<file path="src/rtl/apb_master_if.sv">
// Command, response and APB bus signals of the single-outstanding APB initiator.
// The master modport is the initiator's view; slave is the command source/responder side.
interface apb_master_if;
  logic        I_CMD_VALID;
  logic        O_CMD_READY;
  logic        I_CMD_WRITE;
  logic [31:0] I_CMD_ADDR;
  logic [31:0] I_CMD_WDATA;
  logic        O_RSP_VALID;
  logic        I_RSP_READY;
  logic [31:0] O_RSP_RDATA;
  logic        O_RSP_ERR;
  logic        O_PSEL;
  logic        O_PENABLE;
  logic        O_PWRITE;
  logic [31:0] O_PADDR;
  logic [31:0] O_PWDATA;
  logic [31:0] I_PRDATA;
  logic        I_PREADY;

  modport master (
    input  I_CMD_VALID, I_CMD_WRITE, I_CMD_ADDR, I_CMD_WDATA, I_RSP_READY, I_PRDATA, I_PREADY,
    output O_CMD_READY, O_RSP_VALID, O_RSP_RDATA, O_RSP_ERR,
    output O_PSEL, O_PENABLE, O_PWRITE, O_PADDR, O_PWDATA
  );

  modport slave (
    output I_CMD_VALID, I_CMD_WRITE, I_CMD_ADDR, I_CMD_WDATA, I_RSP_READY, I_PRDATA, I_PREADY,
    input  O_CMD_READY, O_RSP_VALID, O_RSP_RDATA, O_RSP_ERR,
    input  O_PSEL, O_PENABLE, O_PWRITE, O_PADDR, O_PWDATA
  );
endinterface

</file>
<file path="src/rtl/apb_master.sv">
// Single-outstanding APB initiator: valid/ready command in, SETUP/ACCESS on APB,
// one response out with backpressure; ACCESS wait states abort after TIMEOUT cycles.
module apb_master #(
  parameter int unsigned TIMEOUT = 16
) (
  input logic          I_PCLK,
  input logic          I_PRESET_N,
  apb_master_if.master bus
);

  typedef enum logic [1:0] {StIdle, StSetup, StAccess, StResp} state_e;

  // Abort when the wait counter would reach TIMEOUT with PREADY still low.
  localparam logic [7:0] WaitLast = 8'(TIMEOUT - 1);

  state_e     state_q;
  logic [7:0] wait_q;

  assign bus.O_CMD_READY = (state_q == StIdle);

  always_ff @(posedge I_PCLK) begin
    if (!I_PRESET_N) begin
      state_q         <= StIdle;
      wait_q          <= '0;
      bus.O_PSEL      <= 1'b0;
      bus.O_PENABLE   <= 1'b0;
      bus.O_PWRITE    <= 1'b0;
      bus.O_PADDR     <= '0;
      bus.O_PWDATA    <= '0;
      bus.O_RSP_VALID <= 1'b0;
      bus.O_RSP_RDATA <= '0;
      bus.O_RSP_ERR   <= 1'b0;
    end else begin
      unique case (state_q)
        StIdle: begin
          if (bus.I_CMD_VALID) begin
            bus.O_PWRITE <= bus.I_CMD_WRITE;
            bus.O_PADDR  <= bus.I_CMD_ADDR;
            bus.O_PWDATA <= bus.I_CMD_WDATA;
            bus.O_PSEL   <= 1'b1;
            wait_q       <= '0;
            state_q      <= StSetup;
          end
        end
        StSetup: begin
          bus.O_PENABLE <= 1'b1;
          state_q       <= StAccess;
        end
        StAccess: begin
          if (bus.I_PREADY) begin
            bus.O_RSP_RDATA <= bus.O_PWRITE ? '0 : bus.I_PRDATA;
            bus.O_RSP_ERR   <= 1'b0;
            bus.O_RSP_VALID <= 1'b1;
            bus.O_PSEL      <= 1'b0;
            bus.O_PENABLE   <= 1'b0;
            state_q         <= StResp;
          end else if (wait_q == WaitLast) begin
            bus.O_RSP_RDATA <= '0;
            bus.O_RSP_ERR   <= 1'b1;
            bus.O_RSP_VALID <= 1'b1;
            bus.O_PSEL      <= 1'b0;
            bus.O_PENABLE   <= 1'b0;
            state_q         <= StResp;
          end else begin
            wait_q <= wait_q + 8'd1;
          end
        end
        StResp: begin
          if (bus.I_RSP_READY) begin
            bus.O_RSP_VALID <= 1'b0;
            state_q         <= StIdle;
          end
        end
        default: state_q <= StIdle;
      endcase
    end
  end

endmodule

</file>
<file path="src/flat_wrapper.sv">
// flat-port wrapper written by rule: the top's interface ports become plain ports
module apb_master_flat 
#(
  parameter int unsigned TIMEOUT = 16
)
  (I_PCLK, I_PRESET_N, bus_I_CMD_VALID, bus_I_CMD_WRITE, bus_I_CMD_ADDR, bus_I_CMD_WDATA, bus_I_RSP_READY, bus_I_PRDATA, bus_I_PREADY, bus_O_CMD_READY, bus_O_RSP_VALID, bus_O_RSP_RDATA, bus_O_RSP_ERR, bus_O_PSEL, bus_O_PENABLE, bus_O_PWRITE, bus_O_PADDR, bus_O_PWDATA);
  apb_master_if bus_i ();
  input logic I_PCLK;
  input logic I_PRESET_N;
  input wire logic [$bits(bus_i.I_CMD_VALID)-1:0] bus_I_CMD_VALID;
  input wire logic [$bits(bus_i.I_CMD_WRITE)-1:0] bus_I_CMD_WRITE;
  input wire logic [$bits(bus_i.I_CMD_ADDR)-1:0] bus_I_CMD_ADDR;
  input wire logic [$bits(bus_i.I_CMD_WDATA)-1:0] bus_I_CMD_WDATA;
  input wire logic [$bits(bus_i.I_RSP_READY)-1:0] bus_I_RSP_READY;
  input wire logic [$bits(bus_i.I_PRDATA)-1:0] bus_I_PRDATA;
  input wire logic [$bits(bus_i.I_PREADY)-1:0] bus_I_PREADY;
  output wire logic [$bits(bus_i.O_CMD_READY)-1:0] bus_O_CMD_READY;
  output wire logic [$bits(bus_i.O_RSP_VALID)-1:0] bus_O_RSP_VALID;
  output wire logic [$bits(bus_i.O_RSP_RDATA)-1:0] bus_O_RSP_RDATA;
  output wire logic [$bits(bus_i.O_RSP_ERR)-1:0] bus_O_RSP_ERR;
  output wire logic [$bits(bus_i.O_PSEL)-1:0] bus_O_PSEL;
  output wire logic [$bits(bus_i.O_PENABLE)-1:0] bus_O_PENABLE;
  output wire logic [$bits(bus_i.O_PWRITE)-1:0] bus_O_PWRITE;
  output wire logic [$bits(bus_i.O_PADDR)-1:0] bus_O_PADDR;
  output wire logic [$bits(bus_i.O_PWDATA)-1:0] bus_O_PWDATA;
  assign bus_i.I_CMD_VALID = bus_I_CMD_VALID;
  assign bus_i.I_CMD_WRITE = bus_I_CMD_WRITE;
  assign bus_i.I_CMD_ADDR = bus_I_CMD_ADDR;
  assign bus_i.I_CMD_WDATA = bus_I_CMD_WDATA;
  assign bus_i.I_RSP_READY = bus_I_RSP_READY;
  assign bus_i.I_PRDATA = bus_I_PRDATA;
  assign bus_i.I_PREADY = bus_I_PREADY;
  assign bus_O_CMD_READY = bus_i.O_CMD_READY;
  assign bus_O_RSP_VALID = bus_i.O_RSP_VALID;
  assign bus_O_RSP_RDATA = bus_i.O_RSP_RDATA;
  assign bus_O_RSP_ERR = bus_i.O_RSP_ERR;
  assign bus_O_PSEL = bus_i.O_PSEL;
  assign bus_O_PENABLE = bus_i.O_PENABLE;
  assign bus_O_PWRITE = bus_i.O_PWRITE;
  assign bus_O_PADDR = bus_i.O_PADDR;
  assign bus_O_PWDATA = bus_i.O_PWDATA;
  apb_master #(.TIMEOUT(TIMEOUT)) u_core (.I_PCLK(I_PCLK), .I_PRESET_N(I_PRESET_N), .bus(bus_i));
endmodule
</file>
<file path="config.mk">
export PLATFORM = sky130hd
export DESIGN_NAME = apb_master_flat
export DESIGN_NICKNAME = d
export VERILOG_FILES = /design/src/rtl/apb_master_if.sv /design/src/rtl/apb_master.sv /design/src/flat_wrapper.sv
export SDC_FILE = /design/constraint.sdc
export NUM_CORES = 1
export LEC_CHECK = 0
export ABC_CLOCK_PERIOD_IN_PS = 2920
export CAP_MARGIN = 15
export CORE_MARGIN = 1.5
export CORE_UTILIZATION = 44
export DETAILED_ROUTE_END_ITERATION = 10
export PLACE_DENSITY = 0.83
export SLEW_MARGIN = 25
export SYNTH_ARGS = -nofsm -noshare
export SYNTH_HDL_FRONTEND = slang
export SYNTH_SLANG_ARGS = --single-unit
</file>
<file path="constraint.sdc">
create_clock -name I_PCLK -period 2.92 [get_ports I_PCLK]
set_input_delay 0.438 -clock I_PCLK [delete_from_list [all_inputs] [get_ports I_PCLK]]
set_output_delay 0.438 -clock I_PCLK [all_outputs]
set_load 0.02 [all_outputs]
</file>
==> results.py <==
metrics = {
    "hold_path": {
        "min_path_cells": 2,
        "min_from": "u_core.bus.O_PADDR[8]",
        "min_path_type": "flip-flop to flip-flop",
        "holdPathEnd": "u_core.bus.O_PADDR[8]",
    },
    "sta": {
        "hold_violations": 0,
        "final-setup-viol-count": 0,
        "fin_crit_sh_pct": 77.4,
        "max_clock_freq_mhz": 443,
        "tns_ps": 0,
        "min_period_ps": 2260,
        "whs_ps": 458,
        "rsz0062_at_grt": "false",
        "worst_pin_slew_ps": 651,
        "slew_viol_final": 0,
        "fin_skew_ps": 11.9,
        "maxSlewHeadroom_pct": 56.6,
    },
    "grt": {
        "grt_pass1_wl_microns": 18400,
        "grt_max_degree": 66,
        "grt_pass1_vias": 3956,
        "grt_overflow_total": 0,
        "grt_usage_pct": 22.3,
        "antenna_found_initial": 0,
    },
    "cts": {
        "cts_resized": 0,
        "ctsRootBufferMaster": "clkbuf_8",
        "path_clk_slew_ps": 100,
        "cts_max_level": 3,
        "cts_buffer_depth": 2,
        "cts_hold_buf": 0,
        "cts_num_sinks": 111,
        "clk_latency_ps": 360,
        "cts_setup_buffers": 0,
        "cts_tree": "yes",
        "cts_made_buffers": 9,
    },
    "synthesis": {
        "syn-num-nets": 605,
        "synth-edff-count": 0,
        "synth_area_sq_um": 4230,
        "postSynthAreaPerCell_sq_um": 8.48,
        "ys.flop_type": "dfxtp_1",
        "ys.warnings.count": 0,
        "yosys.cell_types.count": 45,
        "synthCells": 499,
        "async_flop_share_pct": 0,
        "ys_seq_area_share_pct": 52.5,
        "ys_ff_latch": 111,
    },
    "pwr": {
        "power.internal_w": 0.00289,
        "power_frac_clock_pct": 20.7,
        "power_frac_comb_pct": 37.9,
        "ir_drop_mv": 0.488,
        "seqPwrFrac_pct": 41.4,
        "cellPowerDensity_nw_per_um2": 685,
        "cellLeakagePower_nw": 2.35,
        "swShare_pct": 35.3,
        "p_switching_w": 0.00157,
    },
    "setup_path": {
        "crit_type": "flip-flop to output pin",
        "crit_path_cell_trace": "inv_1 -> ha_1 -> clkdlybuf4s50_1",
        "r2r_cells": 5,
        "critPathSlowestCell": "clkdlybuf4s50_1",
        "endpoint_kind": "output pin",
        "critPathLaunchType": "flip-flop",
        "timing.rr.end": "u_core.bus.O_RSP_RDATA[6]",
        "reg2reg_slack_ps": 850,
        "cp.arrival_ps": 1820,
        "r2r-start": "u_core.wait_q[4]",
        "crit_required_ps": 2480,
        "path_max_fanout": 8,
        "max_stage_delay_ps": 680,
    },
    "detailed_routing": {
        "first_pass_iters": 7,
        "vias": 4161,
        "drtAntennaViolNets": 0,
        "finalWirelength_microns": 11800,
        "drt-vias-per-instance": 5.10,
        "drcViolationCount": 0,
        "wl_per_cell_microns": 14.4,
        "initialDrtViolationCount": 206,
    },
    "finish": {
        "antenna_cells": 0,
        "area_growth_pct": 54.0,
        "fill_cells": 712,
        "fin_nets": 788,
        "final_layout_size_suffix_gt1_share_pct": 6.40,
    },
    "floorplanning": {
        "coreArea_sq_um": 9280,
        "initial_utilization_pct": 45.6,
        "die_x_microns": 101,
        "die_h_microns": 101,
        "pin_count": 204,
        "row_count": 35,
        "dieArea_sq_um": 10200,
    },
    "placement": {
        "io_buffers": 203,
        "gp_congestion": 0.876,
        "dp_hpwl_microns": 8380,
    },
    "run": {
        "cap_violations": 0,
    },
    "status": {
        "outcome": "finished, final reports clean",
    },
}
cell usage after synthesis, types with 3 or more instances:
cell type / n / area [sq um]
o21ai_2: 10 / 87.6
and2_1: 4 / 25.0
a22o_1: 14 / 123
clkbuf_1: 23 / 86.3
dfxtp_1: 111 / 2220
a211oi_1: 3 / 22.5
nand4b_1: 4 / 35.0
a31oi_1: 3 / 18.8
nand2_1: 161 / 604
o21ai_0: 12 / 60.1
buf_2: 12 / 60.1
inv_1: 4 / 15.0
nand3_1: 7 / 35.0
nand4_1: 23 / 144
ha_1: 4 / 50.1
a21oi_1: 71 / 355
registers in the layout, indices dropped and copies added (netlist names), 2 cells and up:
signal / count
u_core.bus.O_PWDATA: 32
u_core.state_q: 2
u_core.bus.O_RSP_RDATA: 32
u_core.bus.O_PADDR: 32
u_core.wait_q: 8
metrics by stage:
stage	worst slack (ps)	cells	total power [W]	utilization (%)	area, sq um
after floorplan	1260	499	0.00284	-	4230
after global placement	754	800	0.00352	68.0	6320
after detailed placement	659	800	0.00358	68.0	6320
after CTS	653	816	0.00450	70.2	6520
after global routing	542	816	0.00472	70.2	6520
final	661	816	0.00446	70.2	6520
critical path: cells and delay by family (launching register included):
| kind | cells | cell delay, ps |
|---|---|---|
| buffers and inverters | 2 | 780 |
| adder cells (fa/ha/maj) | 1 | 360 |
| flip-flops | 1 | 330 |
per-layer routing:
metal | routed length (microns) | part of all wire [%] | global-route usage (%)
met5 | 0 | 0 | 0
met4 | 180 | 1.5 | 6.94
met1 | 4680 | 40 | 25.8
met2 | 6130 | 52 | 40.3
met3 | 780 | 6.6 | 5.62
worst max-delay path by stage:
stage	to	cells past startpoint	start	slack [ps]
5_1_grt	bus_O_CMD_READY	3	u_core.state_q[0]	540
3_5_place_dp	u_core.bus.O_RSP_RDATA[26]	6	bus_I_PREADY	660
3_3_place_gp	u_core.bus.O_RSP_RDATA[27]	6	I_PRESET_N	750
2_1_floorplan	u_core.bus.O_PADDR[25]	7	u_core.state_q[0]	1260
6_report	bus_O_CMD_READY	3	u_core.state_q[0]	660
4_1_cts	bus_O_CMD_READY	3	u_core.state_q[0]	650
power by group through the flow:
stage          sequential, W  combinational, W  clock [W]
2_1_floorplan        0.00213          0.000715          0
3_3_place_gp         0.00187           0.00165          0
3_5_place_dp         0.00188           0.00169          0
4_1_cts              0.00185           0.00170   0.000952
5_1_grt              0.00188           0.00184    0.00100
6_report             0.00185           0.00169   0.000923
cells in the final DEF (no fill, tap or decap), types with 4 or more instances in the layout:
master	count
buf_4	7
nand3_1	7
a21oi_1	71
nand2_1	160
clkbuf_8	10
o21ai_0	12
o21ai_2	10
a22o_1	14
dfxtp_1	111
nand4_1	23
nand4b_1	4
inv_1	4
clkdlybuf4s50_1	203
ha_1	4
cell type report:
| type | instances | area (sq um) | area share (%) |
|---|---|---|---|
| Inverter | 5 | 18.8 | 0.288 |
| Clock buffer | 12 | 145 | 2.23 |
| Tap cell | 129 | 161 | 2.48 |
| Timing Repair Buffer | 211 | 2100 | 32.3 |
| Clock inverter | 4 | 55.1 | 0.845 |
| Sequential cell | 111 | 2220 | 34.1 |
| Multi-Input combinational cell | 344 | 1810 | 27.8 |
cell families (layout without fill, tap and decap cells):
group                      after synthesis  after routing  synth area share (%)
AOI/OAI and AO/OA                      124            124                  18.2
adders and majority gates                4              4                  1.18
buffers and inverters                   44            232                  4.82
DFF                                    111            111                  52.5
muxes                                    3              3                 0.739
and+or+nand+nor                        213            213                  22.5
Note: power is estimated with default switching activity, not from simulation.
